**src/rtl/uart_pkg.sv**
```systemverilog
// uart_pkg
// Shared definitions for the UART receive path.
//   rx_state_t          : receiver FSM state encoding
//   DEFAULT_CLK_PER_BIT : default clk cycles per bit period
//   DEFAULT_N_DATA      : default data bits per frame
package uart_pkg;

  typedef enum logic [2:0] {
    IDLE      = 3'd0,
    START     = 3'd1,
    DATA      = 3'd2,
    STOP      = 3'd3,
    WAIT_IDLE = 3'd4
  } rx_state_t;

  localparam int DEFAULT_CLK_PER_BIT = 104;
  localparam int DEFAULT_N_DATA      = 8;

endpackage

```
**src/rtl/uart_rx_sequencer_bit_timer.sv**
```systemverilog
// bit_timer
// Down-counting bit-period timer with a one-cycle tick at terminal count.
// Ports:
//   clk        in   system clock
//   rst        in   synchronous active-high reset
//   load       in   load load_value this cycle (takes priority over counting)
//   load_value in   value loaded; tick fires load_value+1 cycles after load
//   tick       out  one-cycle pulse when the armed count reaches zero
module bit_timer #(
  parameter int WIDTH = 8
) (
  input  logic             clk,
  input  logic             rst,
  input  logic             load,
  input  logic [WIDTH-1:0] load_value,
  output logic             tick
);

  logic [WIDTH-1:0] r_count;
  logic             r_armed;

  // r_armed turns the zero state into a single pulse; reloading on the
  // tick cycle keeps the period exactly load_value+1 with no gap cycle.
  always_ff @(posedge clk) begin
    if (rst) begin
      r_count <= '0;
      r_armed <= 1'b0;
    end else if (load) begin
      r_count <= load_value;
      r_armed <= 1'b1;
    end else if (r_count != '0) begin
      r_count <= r_count - WIDTH'(1);
    end else begin
      r_armed <= 1'b0;
    end
  end

  assign tick = r_armed && (r_count == '0);

endmodule

```
**src/rtl/uart_rx_sequencer.sv**
```systemverilog
// uart_rx_sequencer
// UART receiver: synchronizes rx, detects the start edge, samples each bit
// at mid-period and hands completed frames to a valid/ready consumer.
// Ports:
//   clk         in   system clock
//   rst         in   synchronous active-high reset
//   rx          in   asynchronous serial line, idle high
//   data        out  last delivered frame, LSB received first
//   data_valid  out  data holds an unconsumed frame
//   data_ready  in   consumer accepts data while data_valid is high
//   framing_err out  one-cycle pulse after a low stop bit
//   overrun     out  one-cycle pulse when a good frame is dropped
//   busy        out  high whenever the FSM is not in IDLE
//
// state     | meaning
// ----------+------------------------------------------------------------
// IDLE      | line idle, watching for a 1->0 edge on rxs
// START     | waiting for mid start bit; a high sample here is a glitch
// DATA      | sampling N_DATA data bits at mid-bit, LSB first
// STOP      | waiting for mid stop bit; deliver on high, error on low
// WAIT_IDLE | after a framing error, hold until the line returns high
module uart_rx_sequencer
  import uart_pkg::*;
#(
  parameter int CLK_PER_BIT = DEFAULT_CLK_PER_BIT,
  parameter int N_DATA      = DEFAULT_N_DATA
) (
  input  logic              clk,
  input  logic              rst,
  input  logic              rx,
  output logic [N_DATA-1:0] data,
  output logic              data_valid,
  input  logic              data_ready,
  output logic              framing_err,
  output logic              overrun,
  output logic              busy
);

  localparam int TW = $clog2(CLK_PER_BIT) + 1;
  localparam int CW = $clog2(N_DATA);
  // Loaded on the start-detect cycle: tick lands floor(CLK_PER_BIT/2) later.
  localparam logic [TW-1:0] LD_HALF = TW'(CLK_PER_BIT / 2 - 1);
  localparam logic [TW-1:0] LD_FULL = TW'(CLK_PER_BIT - 1);

  logic              r_sync1;
  logic              r_sync2;
  logic              r_rxs_d;
  rx_state_t         r_state;
  logic [CW-1:0]     r_bit_cnt;
  logic [N_DATA-1:0] r_shift;
  logic [N_DATA-1:0] r_data;
  logic              r_valid;
  logic              r_ferr;
  logic              r_ovr;

  logic              w_rxs;
  logic              w_tick;
  rx_state_t         w_next_state;
  logic              w_load;
  logic [TW-1:0]     w_load_value;
  logic              w_shift;
  logic              w_cnt_clr;
  logic              w_cnt_inc;
  logic              w_deliver;
  logic              w_ferr_set;

  assign w_rxs = r_sync2;

  bit_timer #(.WIDTH(TW)) u_bit_timer (
    .clk        (clk),
    .rst        (rst),
    .load       (w_load),
    .load_value (w_load_value),
    .tick       (w_tick)
  );

  always_ff @(posedge clk) begin
    if (rst) begin
      r_state <= IDLE;
    end else begin
      r_state <= w_next_state;
    end
  end

  always_comb begin
    w_next_state = r_state;
    w_load       = 1'b0;
    w_load_value = LD_FULL;
    w_shift      = 1'b0;
    w_cnt_clr    = 1'b0;
    w_cnt_inc    = 1'b0;
    w_deliver    = 1'b0;
    w_ferr_set   = 1'b0;
    case (r_state)
      IDLE: begin
        if (!w_rxs && r_rxs_d) begin
          w_next_state = START;
          w_load       = 1'b1;
          w_load_value = LD_HALF;
        end
      end
      START: begin
        if (w_tick) begin
          if (w_rxs) begin
            w_next_state = IDLE;
          end else begin
            w_next_state = DATA;
            w_load       = 1'b1;
            w_cnt_clr    = 1'b1;
          end
        end
      end
      DATA: begin
        if (w_tick) begin
          w_shift = 1'b1;
          w_load  = 1'b1;
          if (r_bit_cnt == CW'(N_DATA - 1)) begin
            w_next_state = STOP;
          end else begin
            w_cnt_inc = 1'b1;
          end
        end
      end
      STOP: begin
        if (w_tick) begin
          if (w_rxs) begin
            w_deliver    = 1'b1;
            w_next_state = IDLE;
          end else begin
            w_ferr_set   = 1'b1;
            w_next_state = WAIT_IDLE;
          end
        end
      end
      WAIT_IDLE: begin
        if (w_rxs) begin
          w_next_state = IDLE;
        end
      end
      default: w_next_state = IDLE;
    endcase
  end

  always_ff @(posedge clk) begin
    if (rst) begin
      r_sync1   <= 1'b1;
      r_sync2   <= 1'b1;
      r_rxs_d   <= 1'b1;
      r_bit_cnt <= '0;
      r_shift   <= '0;
      r_data    <= '0;
      r_valid   <= 1'b0;
      r_ferr    <= 1'b0;
      r_ovr     <= 1'b0;
    end else begin
      r_sync1 <= rx;
      r_sync2 <= r_sync1;
      r_rxs_d <= w_rxs;

      if (w_cnt_clr) begin
        r_bit_cnt <= '0;
      end else if (w_cnt_inc) begin
        r_bit_cnt <= r_bit_cnt + CW'(1);
      end

      if (w_shift) begin
        r_shift <= {w_rxs, r_shift[N_DATA-1:1]};
      end

      r_ferr <= w_ferr_set;
      r_ovr  <= 1'b0;

      // A handshake in the same cycle as a delivery frees the holding
      // register, so the new frame replaces the old one without overrun.
      if (w_deliver) begin
        if (!r_valid || data_ready) begin
          r_data  <= r_shift;
          r_valid <= 1'b1;
        end else begin
          r_ovr <= 1'b1;
        end
      end else if (r_valid && data_ready) begin
        r_valid <= 1'b0;
      end
    end
  end

  assign data        = r_data;
  assign data_valid  = r_valid;
  assign framing_err = r_ferr;
  assign overrun     = r_ovr;
  assign busy        = (r_state != IDLE);

endmodule
```
**config.mk**
```make
export PLATFORM = sky130hd
export DESIGN_NAME = uart_rx_sequencer
export DESIGN_NICKNAME = d
export VERILOG_FILES = /design/src/rtl/uart_pkg.sv /design/src/rtl/uart_rx_sequencer_bit_timer.sv /design/src/rtl/uart_rx_sequencer.sv
export SDC_FILE = /design/constraint.sdc
export NUM_CORES = 1
export LEC_CHECK = 0
export ABC_AREA = 1
export CORE_MARGIN = 2
export CORE_UTILIZATION = 44
export CTS_CLUSTER_SIZE = 16
export DETAILED_ROUTE_END_ITERATION = 6
export PLACE_DENSITY_LB_ADDON = 0.3
export SLEW_MARGIN = 20
export SYNTH_ARGS = -nofsm -noshare
export SYNTH_HDL_FRONTEND = slang
export SYNTH_HIERARCHICAL = 1
export SYNTH_SLANG_ARGS = --single-unit
```
**constraint.sdc**
```tcl
create_clock -name clk -period 2.5 [get_ports clk]
set_input_delay 0.5 -clock clk [delete_from_list [all_inputs] [get_ports clk]]
set_output_delay 0.5 -clock clk [all_outputs]
set_load 0.005 [all_outputs]
```
==> impl_metrics.env <==
export IMPL_status="completed"
export IMPL_area_growth_pct=19.2
export IMPL_hp_class="reg -> reg"
export IMPL_wl_per_cell_um=10.9
export IMPL_grt_pass1_vias=1380
export IMPL_timing_rr_start="u_bit_timer/r_count[0]$_SDFFE_PP0P_"
export IMPL_placed_cell_area_mm2=0.00190
export IMPL_period_share=0.897
export IMPL_fin_crit_ps=2240
export IMPL_cts_resized=0
export IMPL_drv_slew=0
export IMPL_critPathRequiredTime_ps=2720
export IMPL_rr_endpoint="u_bit_timer/r_count[0]$_SDFFE_PP0P_"
export IMPL_fin_area_mm2=0.00201
export IMPL_cts_num_sinks=37
export IMPL_cts_tree="yes"
export IMPL_antenna_found_initial=0
export IMPL_initial_core_util=0.460
export IMPL_portBuffers=15
export IMPL_hold_viol_final=0
export IMPL_clock_root_buffer="clkbuf_8"
export IMPL_avgSynthCellArea_um2=7.55
export IMPL_cts_buffers=5
export IMPL_grt_ovfl_total=0
export IMPL_drive_above_1_share=0.117
export IMPL_fmax_ghz=0.446
export IMPL_start_kind="flop"
export IMPL_diodes=0
export IMPL_post_cts_buffers=0
export IMPL_maxCapViolations=0
export IMPL_fillers=353
export IMPL_synth_distinct_cells=30
export IMPL_final_cell_mix="49 x nand2_1, 37 x dfxtp_1, 28 x nor2_1, 24 x nand3_1, 20 x a21oi_1"
export IMPL_synth_warnings=6
export IMPL_seqCellArea_um2=741
export IMPL_hpwl_mm=2.33
export IMPL_synth_area_mm2=0.00168
export IMPL_rsz0062_at_grt="false"
export IMPL_via_count=1448
export IMPL_firstDrtPassIters=4
export IMPL_multiInputGateArea_um2=868
export IMPL_wl_mm=3.22
export IMPL_hold_path_end="r_sync2$_SDFF_PP1_"
export IMPL_htree_levels=2
export IMPL_cts_buffer_depth=2
export IMPL_die_w_um=65.9
export IMPL_min_delay_path_depth=1
export IMPL_crit_fanout=8
export IMPL_final_antenna_net_count=0
export IMPL_path_class="reg -> reg"
export IMPL_grt_max_degree=22
export IMPL_worstPathArrival_ps=2460
export IMPL_setup_viol=0
export IMPL_core_area_mm2=0.00366
export IMPL_grt_use_total=0.175
export IMPL_drt_iter0_drc=54
export IMPL_die_y_um=65.9
export IMPL_dieArea_mm2=0.00434
export IMPL_p_leak_nw=0.851
export IMPL_synthCells=223
export IMPL_ys_seq_area_frac=0.440
export IMPL_rows=22
export IMPL_p_per_area_mw_per_mm2=884
export IMPL_place_congestion=0.885
export IMPL_peakVddDrop_v=0.000479
export IMPL_ctsHoldBuffers=0
export IMPL_final_setup_tns_ps=0
export IMPL_worstSkewPairLatency_ps=290
export IMPL_rr_worst_depth=13
export IMPL_min_from="r_sync1$_SDFF_PP1_"
export IMPL_grt_pass1_wl_mm=5.86
export IMPL_routed_via_density=4.91
export IMPL_drc=0
export IMPL_ff2ff_setup_slack_ps=260
export IMPL_final_nets=254
export IMPL_clock_skew_ps=5.65
export IMPL_ys_ff_latch=37
export IMPL_final_common_cell="nand2_1"
export IMPL_path_clk_slew_ps=70
export IMPL_worstSetupEndpointType="flop"
export IMPL_io_pins=16
## per-layer routing
metal | track usage | wire, µm
met1 | 0.211 | 1510
met2 | 0.293 | 1560
met3 | 0.0562 | 87
met4 | 0.0625 | 56
met5 | 0 | 0
## report_power, final
group,leakage [nW],switching (W),internal [W]
Sequential,0.301,0.0000698,0.000655
Combinational,0.496,0.000356,0.000237
Clock,0.0542,0.000208,0.000249
## area by class of cell
type	instances	share of cell area
Tap cell	48	0.0299
Timing Repair Buffer	19	0.0898
Clock buffer	7	0.0480
Inverter	15	0.0281
Multi-Input combinational cell	168	0.433
Sequential cell	37	0.369
Clock inverter	1	0.00249
## Yosys cell counts
master,n,share of area
nand2_1,49,0.11
dfxtp_1,37,0.44
nor2_1,28,0.062
nand3_1,24,0.071
a21oi_1,20,0.059
inv_1,14,0.031
o21ai_0,12,0.036
nor2_4,5,0.033
ha_1,4,0.030
nand2_4,3,0.020
clkbuf_1,2,0.0045
conb_1,2,0.0045
nand4_1,2,0.0074
nor2_2,2,0.0074
o21ai_1,2,0.0059
or2_2,2,0.0074
xnor2_1,2,0.010
a21oi_2,1,0.0052
buf_1,1,0.0022
buf_2,1,0.0030
buf_4,1,0.0045
buf_6,1,0.0067
inv_2,1,0.0022
nand2_2,1,0.0037
nand3b_1,1,0.0045
nor2_8,1,0.012
nor3_1,1,0.0030
nor3b_1,1,0.0045
nor4_1,1,0.0037
xor2_1,1,0.0052
## critical path, stage by stage (launching register included)
cell and delay [ps]:
dfxtp_1 320, inv_1 140, ha_1 170, nand3_1 150
nor3b_2 340, inv_1 150, nor2_4 120, inv_1 50
nand3_1 220, buf_4 200, nand2_1 50, o21ai_0 60
nand2_1 70, a21oi_1 120
## kinds of logic after synthesis
| group | Yosys count | synth area share |
|---|---|---|
| buffers and inverters | 21 | 0.0542 |
| and+or+nand+nor | 121 | 0.350 |
| AOI/OAI and AO/OA | 35 | 0.106 |
| xor gates and xnor gates | 3 | 0.0156 |
| other | 2 | 0.00446 |
| DFF | 37 | 0.440 |
| adders and majority gates | 4 | 0.0297 |
## per-stage QoR
step | utilization | total power, W | setup WS, ps | hold slack (ps) | std cells
after floorplan | - | 0.00121 | 324 | 389 | 226
final | 0.548 | 0.00177 | 257 | 412 | 295
after global routing | 0.548 | 0.00192 | 30.4 | 444 | 295
after global placement | 0.519 | 0.00132 | 247 | 393 | 287
after detailed placement | 0.519 | 0.00133 | 135 | 399 | 287
after CTS | 0.547 | 0.00179 | 115 | 416 | 295
## worst max path at each step
stage / startpoint / slack (ps) / end / depth (start not counted)
2_1_floorplan: u_bit_timer/r_count[0]$_SDFFE_PP0P_ / 320 / u_bit_timer/r_count[1]$_SDFFE_PP0P_ / 13
3_3_place_gp: u_bit_timer/r_count[0]$_SDFFE_PP0P_ / 250 / u_bit_timer/r_count[0]$_SDFFE_PP0P_ / 13
3_5_place_dp: u_bit_timer/r_count[0]$_SDFFE_PP0P_ / 130 / u_bit_timer/r_count[0]$_SDFFE_PP0P_ / 13
4_1_cts: u_bit_timer/r_count[0]$_SDFFE_PP0P_ / 120 / u_bit_timer/r_count[0]$_SDFFE_PP0P_ / 13
5_1_grt: u_bit_timer/r_count[0]$_SDFFE_PP0P_ / 30 / u_bit_timer/r_count[0]$_SDFFE_PP0P_ / 13
6_report: u_bit_timer/r_count[0]$_SDFFE_PP0P_ / 260 / u_bit_timer/r_count[0]$_SDFFE_PP0P_ / 13
## sequential cells by signal (all words and copies together) (netlist names)
| signal | cells |
|---|---|
| data_valid | 1 |
| r_shift | 8 |
| data | 8 |
| r_sync2 | 1 |
| u_bit_timer/r_armed | 1 |
| framing_err | 1 |
| r_state | 3 |
| r_bit_cnt | 3 |
| r_rxs_d | 1 |
| overrun | 1 |
| r_sync1 | 1 |
| u_bit_timer/r_count | 8 |
No activity file was read; power rests on OpenSTA's default activity.
==> variant (same settings) <==
The 5 states of `rx_state_t` get a Gray code encoding in 3 bits.
--- a/src/rtl/uart_pkg.sv
+++ b/src/rtl/uart_pkg.sv
@@ -6,11 +6,11 @@
 package uart_pkg;
 
   typedef enum logic [2:0] {
-    IDLE      = 3'd0,
-    START     = 3'd1,
-    DATA      = 3'd2,
-    STOP      = 3'd3,
-    WAIT_IDLE = 3'd4
+    IDLE      = 3'b000,
+    START     = 3'b001,
+    DATA      = 3'b011,
+    STOP      = 3'b010,
+    WAIT_IDLE = 3'b110
   } rx_state_t;
 
   localparam int DEFAULT_CLK_PER_BIT = 104;
Function: no difference found for any inputs over 10 cycles, from zero or initial values and one cycle with rst high; not proved beyond that.
==> variant against the unedited design <==
  * Final area up 2.2%
  * Sequential cell count did not move
  * Total power up 16%
  * Routed wire length rose by 0.90%
  * Sequential power rose by 5.5%
  * Worst setup slack better by 0.10 ns
  * Clock power up 16%
  * First-iteration DRC count grew 41%
  * Cell count up 3.4%
  * Synthesized area is 1.3% higher
  * Clock skew is 0.0041 ns higher
  * Synthesized cell count grew 4.0%
  * Critical path type unchanged
==> variant: results (changes against the unedited design) <==
| Metric | Value |
|---|---|
| Status | complete, no violations |
| Pin count of the biggest net entering global routing | 22 (unchanged) |
| WP data arrival | 2.32 ns (-0.14 ns) |
| H-tree level count | 2 (unchanged) |
| Hold Path Class | reg -> reg |
| Worst R2R Setup Slack | 0.36 ns (+0.10 ns) |
| R2R depth | 12 (-1) |
| Initial antenna violation count | 0 (unchanged) |
| Worst-path clk slew | 0.07 ns (about the same) |
| YS warnings | 6 (unchanged) |
| Top sig layer | met4 |
| Post-Synthesis Cells | 232 (+4.0%) |
| Met3 Wirelength | 126 um (+45%) |
| Cts bufs inserted | 5 (unchanged) |
| Leak pwr | 0.831 nW (-2.4%) |
| FFs w/ async S/R, synth | 0 (unchanged) |
| Detailed Place HPWL | 2370 um (+1.7%) |
| Pre-CTS setup slack | 0.379 ns (+0.244 ns) |
| Post-placement cell area | 1930 sq um (+1.8%) |
| Routed wire length | 3250 um (+0.90%) |
| Worst Path Max Fanout | 12 (+4) |
| Critical Path End | data[4] |
| Hold Startpoint | r_sync1 |
| Top cells by count, synth | nand2_1, nor2_1, dfxtp_1 |
| Number of setup buffers added after CTS | 0 (unchanged) |
| Ys flop type | dfxtp_1 |
| R2r endpoint | data[4] |
| CTS resizes | 0 (unchanged) |
| Clock skew | 0.00976 ns (+0.00411 ns) |
| Synth area leaders | dfxtp_1, nand2_1, nor2_1 |
| Nets | 264 (+3.9%) |
| Top-count cell post-synth | nand2_1 |
| Wire length on met1 | 1660 um (+9.9%) |
| Min-Delay Path Depth | 1 (unchanged) |
| Total track usage | 0.165 (-0.0101) |
| Global-route wire length before repair | 5630 um (-3.9%) |
| Placed instance count | 297 (+3.5%) |
| Max VDD drop | 759 uV (+58%) |
| Met2 Use GR | 0.266 (-0.0267) |
| Drt first pass iters | 4 (unchanged) |
| Fillers | 354 (+0.28%) |
| Met2 WL | 1430 um (-8.4%) |
| Vias per inst | 4.84 (-1.5%) |
| Synth unique cells | 27 (-10%) |
| Initial drt markers | 76 (+41%) |
| Hold EP | r_sync2 |
| Met3 usage | 0.0511 (-0.00511) |
| Setup crit start | u_bit_timer/r_count[0] |
| GP Congestion | 0.806 (-8.9%) |
| Ant. Diodes | 0 (unchanged) |
| Later-pin clock latency in the skew report | 0.29 ns (about the same) |
| Post-synthesis sequential area ratio | 0.434 (-0.00549) |
| Min Hold Slack | 0.413 ns (+0.00167 ns) |
| IO buf count | 15 (unchanged) |
| Fmax | 467 MHz (+4.7%) |
| Ratio of cells with drive above 1 in the final layout | 0.117 (-0.000677) |
| Global routing usage on met1 | 0.213 (+0.00193) |
| Number of global-route vias before repair | 1317 (-4.6%) |
| Vias | 1475 (+1.9%) |
-- variant: power by group --
group	internal (mW)	switching, mW
Clock	0.325	0.207
Combinational	0.306	0.463
Sequential	0.673	0.0920
-- variant: critical path, stage by stage, from the launching register on --
cell and delay, ns:
dfxtp_1 0.33, inv_1 0.13, ha_1 0.17, nand3_1 0.14, nor3b_1 0.23, buf_4 0.21
inv_1 0.11, nor2_1 0.12, nand3_2 0.13, nor2_4 0.20, inv_2 0.11, nor2_1 0.10
nor2_1 0.05
-- variant: logic make-up after synthesis --
family	share of synthesized area
AND/OR/NAND/NOR	0.354
flip-flops	0.434
AO/OA/AOI/OAI	0.108
buffers and inverters	0.0550
adder cells (fa/ha/maj)	0.0293
XOR/XNOR	0.0154
other	0.00440
-- variant: layout make-up --
cell class	instances	area (sq um)	area share
clock buffer	7	86.3	0.0421
multi-input combinational	174	882	0.430
tap	48	60.1	0.0293
sequential	37	741	0.361
timing repair buffer	19	180	0.0879
inverter	19	71.3	0.0348
clock inverter	1	30.0	0.0146
